File: src/rtl/uart_pkg.sv
// Shared UART definitions: receiver/transmitter FSM state encoding and bit-timing helper.
package uart_pkg;

    typedef logic [1:0] uart_state_t;

    localparam uart_state_t IDLE  = 2'd0;
    localparam uart_state_t START = 2'd1;
    localparam uart_state_t DATA  = 2'd2;
    localparam uart_state_t STOP  = 2'd3;

    typedef struct packed {
        logic [31:0] cycle;
        logic [31:0] half;
    } uart_timing_t;

    // Clocks per bit and per half bit, truncating integer division.
    function automatic uart_timing_t uart_timing(input int unsigned clk_freq,
                                                 input int unsigned baud_rate);
        uart_timing_t t;
        t.cycle = clk_freq / baud_rate;
        t.half  = t.cycle / 2;
        return t;
    endfunction

endpackage

File: src/rtl/uart_sync.sv
// Two-flop synchronizer for an asynchronous single-bit input, with a selectable reset value.
module uart_sync #(
    parameter logic RESET_VAL = 1'b1
) (
    input  logic clk,
    input  logic rst,
    input  logic i_d,
    output logic o_q
);

    logic [1:0] r_sync;

    always_ff @(posedge clk or posedge rst) begin
        if (rst) begin
            r_sync <= {2{RESET_VAL}};
        end else begin
            r_sync <= {r_sync[0], i_d};
        end
    end

    assign o_q = r_sync[1];

endmodule

File: src/rtl/uart_rx.sv
// 8N1 UART receiver with a one-byte holding register, valid/ready handoff and error pulses.
module uart_rx
    import uart_pkg::*;
#(
    parameter int unsigned CLK_FREQ  = 100_000_000,
    parameter int unsigned BAUD_RATE = 115_200
) (
    input  logic       clk,
    input  logic       rst,
    input  logic       rx,
    output logic [7:0] rx_data,
    output logic       rx_valid,
    input  logic       rx_ready,
    output logic       frame_err,
    output logic       overrun,
    output logic       rx_busy
);

    localparam uart_timing_t TIMING = uart_timing(CLK_FREQ, BAUD_RATE);
    localparam int unsigned CYCLE = TIMING.cycle;
    localparam int unsigned HALF  = TIMING.half;
    localparam int unsigned CNT_W = (CYCLE > 1) ? $clog2(CYCLE) : 1;
    localparam logic [CNT_W-1:0] CNT_CYC_END  = CNT_W'(CYCLE - 1);
    localparam logic [CNT_W-1:0] CNT_HALF_END = CNT_W'(HALF - 1);

    logic             w_rx_s;
    logic             w_fall;
    logic             w_half_hit;
    logic             w_cyc_hit;
    logic             w_stop_smp;
    logic             w_good;
    logic             w_bad;
    uart_state_t      w_state_nxt;

    logic             r_rx_prev;
    logic [1:0]       r_warm;
    uart_state_t      r_state;
    logic [CNT_W-1:0] r_cnt;
    logic [2:0]       r_bit_cnt;
    logic [7:0]       r_shift;
    logic [7:0]       r_data;
    logic             r_valid;
    logic             r_ferr;
    logic             r_ovr;
    logic             r_busy;

    uart_sync #(
        .RESET_VAL (1'b1)
    ) u_sync (
        .clk (clk),
        .rst (rst),
        .i_d (rx),
        .o_q (w_rx_s)
    );

    // The synchronizer reset value flushes out as a fake high-to-low step when rx is held low
    // through reset; edges are only trusted once both sync flops and the history hold real samples.
    assign w_fall     = (r_warm == 2'd3) && r_rx_prev && !w_rx_s;
    assign w_half_hit = (r_cnt == CNT_HALF_END);
    assign w_cyc_hit  = (r_cnt == CNT_CYC_END);
    assign w_stop_smp = (r_state == STOP) && w_cyc_hit;
    assign w_good     = w_stop_smp && w_rx_s;
    assign w_bad      = w_stop_smp && !w_rx_s;

    always_comb begin
        w_state_nxt = r_state;
        case (r_state)
            IDLE:    if (w_fall) w_state_nxt = START;
            START:   if (w_half_hit) w_state_nxt = w_rx_s ? IDLE : DATA;
            DATA:    if (w_cyc_hit && (r_bit_cnt == 3'd7)) w_state_nxt = STOP;
            STOP:    if (w_cyc_hit) w_state_nxt = IDLE;
            default: w_state_nxt = IDLE;
        endcase
    end

    always_ff @(posedge clk or posedge rst) begin
        if (rst) begin
            r_rx_prev <= 1'b1;
            r_warm    <= 2'd0;
            r_state   <= IDLE;
            r_cnt     <= '0;
            r_bit_cnt <= 3'd0;
            r_shift   <= 8'h00;
            r_busy    <= 1'b0;
        end else begin
            r_rx_prev <= w_rx_s;
            if (r_warm != 2'd3) begin
                r_warm <= r_warm + 2'd1;
            end
            r_state <= w_state_nxt;
            r_busy  <= (w_state_nxt != IDLE);
            // Counter restarts on every state change and at each data-bit sample.
            if ((w_state_nxt != r_state) || ((r_state == DATA) && w_cyc_hit)) begin
                r_cnt <= '0;
            end else if (r_state != IDLE) begin
                r_cnt <= r_cnt + CNT_W'(1);
            end
            if ((r_state == START) && w_half_hit) begin
                r_bit_cnt <= 3'd0;
            end
            if ((r_state == DATA) && w_cyc_hit) begin
                r_shift[r_bit_cnt] <= w_rx_s;
                r_bit_cnt          <= r_bit_cnt + 3'd1;
            end
        end
    end

    always_ff @(posedge clk or posedge rst) begin
        if (rst) begin
            r_data  <= 8'h00;
            r_valid <= 1'b0;
            r_ferr  <= 1'b0;
            r_ovr   <= 1'b0;
        end else begin
            r_ferr <= w_bad;
            r_ovr  <= w_good && r_valid && !rx_ready;
            // A completing byte may replace one that is being consumed on this same edge.
            if (w_good && (!r_valid || rx_ready)) begin
                r_data  <= r_shift;
                r_valid <= 1'b1;
            end else if (r_valid && rx_ready) begin
                r_valid <= 1'b0;
            end
        end
    end

    assign rx_data   = r_data;
    assign rx_valid  = r_valid;
    assign frame_err = r_ferr;
    assign overrun   = r_ovr;
    assign rx_busy   = r_busy;

endmodule
File: config.mk
export PLATFORM = sky130hd
export DESIGN_NAME = uart_rx
export DESIGN_NICKNAME = d
export VERILOG_FILES = /design/src/rtl/uart_pkg.sv /design/src/rtl/uart_sync.sv /design/src/rtl/uart_rx.sv
export SDC_FILE = /design/constraint.sdc
export NUM_CORES = 1
export LEC_CHECK = 0
export CAP_MARGIN = 0
export CORE_ASPECT_RATIO = 1.4
export CORE_MARGIN = 2
export CORE_UTILIZATION = 37
export CTS_BUF_LIST = sky130_fd_sc_hd__clkbuf_16
export DETAILED_ROUTE_END_ITERATION = 8
export PLACE_DENSITY = 0.53
export SETUP_SLACK_MARGIN = 0.02
export SLEW_MARGIN = 10
export SYNTH_ARGS = -nofsm -noshare
export SYNTH_HDL_FRONTEND = slang
export SYNTH_SLANG_ARGS = --single-unit
File: constraint.sdc
create_clock -name clk -period 2.4 [get_ports clk]
set_input_delay 0.72 -clock clk [delete_from_list [all_inputs] [get_ports clk]]
set_output_delay 0.72 -clock clk [all_outputs]
set_load 0.02 [all_outputs]
=== Word-level counts from Yosys, hierarchy flattened ===
Cells that the tools add are included.

* Word-level logic and storage cells: 65
* Output and inout bits: 12
* Input port bits: 4
* Register bits after elaboration: 40

* Eq/ne operators: 9
* Add/subtract/negate cells: 3
* Reduce and logical (&&, ||, !) cells: 24
* Magnitude comparators: 2
* Mux-type cells: 15

{| class="wikitable"
|+ Operator list
! cell !! number
|-
| 10-bit 2-to-1 mux || 2
|-
| 1-bit logical AND || 13
|-
| 10-bit by 1-bit adder with 10-bit output, second input constant || 1
|-
| 10-bit == test, second input constant || 1
|-
| 10-bit by 9-bit == test with 1-bit output, second input constant || 1
|-
| 2-bit 2-to-1 mux || 5
|-
| 2-bit nonzero test || 5
|-
| 8-bit bitwise mux || 1
|-
| 2-bit case mux with 4 select lines || 1
|-
| 2-bit == test, second input constant || 3
|-
| 3-bit 2-to-1 mux || 2
|-
| 3-bit by 4-bit < comparator with 1-bit output, second input constant || 1
|-
| 3-bit by 1-bit adder with 3-bit output, second input constant || 1
|-
| 1-bit demux with 3-bit select || 1
|-
| 3-bit == test, second input constant || 1
|-
| 3-bit by 1-bit greater-or-equal comparator with 1-bit output, second input constant || 1
|-
| 1-bit logical NOT || 3
|-
| 1-bit 2-to-1 mux || 3
|-
| 2-bit by 1-bit adder with 2-bit output, second input constant || 1
|-
| 2-bit by 1-bit == test with 1-bit output, second input constant || 1
|-
| 2-bit logical NOT || 1
|-
| 1-bit logical OR || 2
|-
| 2-bit != test || 1
|-
| 2-bit != test, second input constant || 1
|}

=== Longest topological paths before layout ===
* Depth after elaboration: 8
* Depth in mapped cells: 7
* Gate-level depth less buffers: 6

=== By module ===
From an unflattened synthesis, not the netlist that was laid out.

* Cell total of the unflattened synthesis: 151
* Area total of the unflattened synthesis: 1875.5 um^2

{| class="wikitable"
|+ Modules (own cells, without submodules)
! module !! area an instance (um^2) !! times used !! cells each !! seq. area each (um^2)
|-
| uart_rx || 1819.2 || 1 || 148 || 952.2
|-
| uart_sync || 56.3 || 1 || 3 || 52.6
|}

=== Worst setup path after synthesis ===
No wires, ideal clock.

* Path type: reg2reg
* Start: reg r_cnt[0]
* End: reg r_data[0], in the netlist rx_data[0]
* Setup time: 0.125 ns
* Cell stages (with the launch flop): 7
* Clock period less this slack: 2.011 ns
* Slack: 0.389 ns
* Arrival: 1.885 ns
* Buffers on the path: 1
* Required time: 2.275 ns
* Cell sequence: dfrtp_1 > ha_1 > and4b_1 > nand3_4 > or3b_1 > buf_6 > mux2_4

* Longest elaborated chain between the ends: 4

{| class="wikitable"
|+ RTL lines
! item !! line !! text
|-
| start: declaration || uart_rx.sv:38 || <nowiki>logic [CNT_W-1:0] r_cnt;</nowiki>
|-
| start signal: assignment || uart_rx.sv:96 || <nowiki>r_cnt <= r_cnt + CNT_W'(1);</nowiki>
|-
| 10-bit == test || uart_rx.sv:60 || <nowiki>assign w_cyc_hit = (r_cnt == CNT_CYC_END);</nowiki>
|-
| 1-bit logical AND || uart_rx.sv:61 || <nowiki>assign w_stop_smp = (r_state == STOP) && w_cyc_hit;</nowiki>
|-
| 1-bit logical AND || uart_rx.sv:62 || <nowiki>assign w_good = w_stop_smp && w_rx_s;</nowiki>
|-
| 1-bit logical AND || uart_rx.sv:118 || <nowiki>if (w_good && (!r_valid || rx_ready)) begin</nowiki>
|-
| end signal: assignment || uart_rx.sv:119 || <nowiki>r_data <= r_shift;</nowiki>
|-
| end: declaration || uart_rx.sv:41 || <nowiki>logic [7:0] r_data;</nowiki>
|}

Every way passes these cells.
A chain may end at the register's enable or synchronous reset.

=== Worst setup path after layout ===
* Start: in rx_ready
* End: reg r_data[1], in the netlist rx_data[1]

* Longest elaborated chain between the ends: 2

{| class="wikitable"
|+ RTL lines
! item !! line !! text
|-
| start: declaration || uart_rx.sv:13 || <nowiki>input logic rx_ready,</nowiki>
|-
| 1-bit logical OR || uart_rx.sv:118 ||
|-
| 1-bit logical AND || uart_rx.sv:118 ||
|}

Every way passes these cells.

==> impl_metrics.tcl <==
set metrics [dict create \
    die-area_sq_um 5723 \
    holdCritPathClass "register to register" \
    required_ns 2.56 \
    drt_iter0_drc 36 \
    use_met1 0.1650 \
    yosysTopAreaCell "dfrtp_1" \
    synth_edf_count 0 \
    wl_per_cell_um 13.87 \
    fin_tns_setup_ns 0 \
    p_switching_mw 0.5142 \
    cts.path.max_buffers 2 \
    sw_frac_of_total 0.2706 \
    slew_viol_final 0 \
    status "finished, final reports clean" \
    numCtsBuffers 5 \
    clk_pin_slew_worst_paths_ns 0.06 \
    synth_area_leaders "dfrtp_1 (49%), mux2_4 (6.3%), mux2_2 (5.3%), dfstp_2 (4.2%), ha_1 (3.3%)" \
    met3_usage 0.03435 \
    p_clk_frac 0.391 \
    fin_ws_ns 0.4255 \
    synthArstFlopShare 1.000 \
    num_vias 1275 \
    postSynthCellCount 164 \
    r2r_setup_slack_ns 0.45 \
    grt_use_total 0.1454 \
    max_cap_viol_count 0 \
    syn_area_sq_um 1897 \
    stdcell_count 251 \
    grt_pass1_vias 1333 \
    antenna_found_initial 0 \
    crit_arrival_ns 2.14 \
    ioPinCount 16 \
    intPower_mw 1.386 \
    io_buffer_count 15 \
    initial_core_util 0.3887 \
    crit_chain "clkdlybuf4s50_1, nand2b_1, or3b_1, buf_4, mux2_4" \
    criticalPathCategory "input port to register" \
    root_buffer "clkbuf_16" \
    synth.distinct_cells 42 \
    p_seq_frac 0.428 \
    fmax_mhz 506.4 \
    tightestPinTransition_ns 0.5027 \
    drtPass1Iterations 4 \
    p_total_mw 1.900 \
    relSlewSlack 0.6649 \
    final-hold-violation-count 0 \
    final_core_util 0.4751 \
    drc_errors 0 \
    area_growth_pct 22.23 \
    dp_hpwl_mm 2.516 \
    place.gp.congestion 0.8203 \
    dp_slack_ns 0.1269 \
    pwr-share-comb 0.180 \
    layout.nets 195 \
    grt_pass1_wl_mm 6.272 \
    avgSynthCellArea_sq_um 11.57 \
    path_max_fanout 8 \
    postRouteAntennaNets 0 \
    rsz0062_at_grt "no" \
    power_density_nw_per_um2 819.6 \
    yosysMostFrequentCell "dfrtp_1" \
    post-route-period-util 0.8227 \
    htree_num_levels 2 \
    wirelength_mm 3.482 \
    critPathBufInv 2 \
    layout-drive-gt1-share 0.2246 \
    cp_top_family "buffers and inverters" \
    fin_crit_ns 1.975 \
    cts_resized 0 \
    antenna_cells 0 \
    busiest_layer "met2" \
    hold_buffers 0 \
    core_area_sq_um 4880 \
    clk_latency_ns 0.28 \
    p_leak_nw 1.091 \
    grt_max_degree 41 \
    worstSetupStartpointType "input port" \
    slowest_delay_ns 0.44 \
    cts_sinks 40 \
    yosys_warnings 0 \
    setup_viol 0 \
    ys.flop_type "dfrtp_1" \
    ys_ff_latch 40 \
    dieWidth_um 64.51 \
    dpl.cell_count 243 \
    placementRows 30 \
    via_per_inst 5.080 \
    yosys-top-cells-count "dfrtp_1 (37), nor2_1 (15), mux2_2 (9), nand2_1 (9)" \
    seq_area_frac_synth 0.5297 \
    end_kind "register" \
    die_h_um 88.72 \
    synth_top_area_share 0.4881 \
    finClkSkew_ns 0.004157 \
    critPathSlowestCell "clkdlybuf4s50_1" \
    post-cts-setup-buffer-count 0 \
    irDropWorstVdd_v 0.0004703 \
    grt.overflow.total 0 \
    tritoncts "yes" \
    use_met2 0.2604 \
    synth_nets 173 \
]
==> power by group through the flow <==
stage               clock network, mW  logic [mW]  registers, mW
floorplan                           0       0.231          0.819
global placement                    0       0.331          0.821
detailed placement                  0       0.348          0.822
CTS                             0.764       0.347          0.811
global route                    0.794       0.396          0.825
finish                          0.743       0.343          0.814
==> layout by cell type (no fill, tap or decap), types with 6 or more instances in the layout <==
master / synthesis / final
dfrtp_1: 37 / 37
inv_1: 8 / 8
nand2_1: 9 / 9
nand3_1: 6 / 6
clkdlybuf4s50_1: 0 / 15
mux2_2: 9 / 9
buf_4: 0 / 9
nand4_1: 7 / 7
o21ai_0: 6 / 6
mux2_4: 8 / 8
nor2_1: 15 / 15
==> layout make-up <==
class	instances	area (sq um)
Fill cell	459	2561
Sequential cell	40	1005
Multi-Input combinational cell	107	818.3
Timing Repair Buffer	24	217.7
Clock buffer	5	125.1
Tap cell	64	80.08
Clock inverter	3	42.54
Inverter	8	30.03
==> routing by layer <==
layer  routed length [um]  part of all wire
met1                 1472              0.42
met2                 1854              0.53
met3                   86             0.025
met4                   70             0.020
met5                    0                 0
==> final timing paths <==
| path | from | endpoint | cells after the start |
|---|---|---|---|
| max in group asynchronous | rst | u_sync.r_sync[1] | 3 |
| worst min register to register | u_sync.r_sync[0] | u_sync.r_sync[1] | 0 |
| worst min-delay path | u_sync.r_sync[0] | u_sync.r_sync[1] | 0 |
| worst max register to register | r_cnt[2] | r_cnt[5] | 4 |
| worst max-delay path | rx_ready | rx_data[1] | 5 |
| min in group asynchronous | rst | r_warm[0] | 3 |
==> sequential cells by signal, summed over array words and instances, names as in the netlist <==
register       count
overrun            1
r_state            2
rx_data            8
rx_valid           1
r_cnt             10
u_sync.r_sync      2
rx_busy            1
r_rx_prev          1
r_bit_cnt          3
r_warm             2
frame_err          1
r_shift            8
==> through the flow <==
step	instance area, sq um	hold slack (ns)
after floorplan	1897	0.3452
after global placement	2151	0.3461
after detailed placement	2151	0.3497
after CTS	2318	0.3581
after global routing	2318	0.3585
final	2318	0.3568
==> cell families (layout without fill, tap and decap cells) <==
family	count (synthesis)	after routing	share of synthesized area
and+or+nand+nor	61	61	0.1880
DFF	40	40	0.5297
muxes	17	17	0.1168
buffers and inverters	17	40	0.03891
AOI/OAI and AO/OA	14	14	0.04750
xor gates and xnor gates	10	10	0.04617
adders and majority gates	5	5	0.03298
No activity file was read; power rests on OpenSTA's default activity.
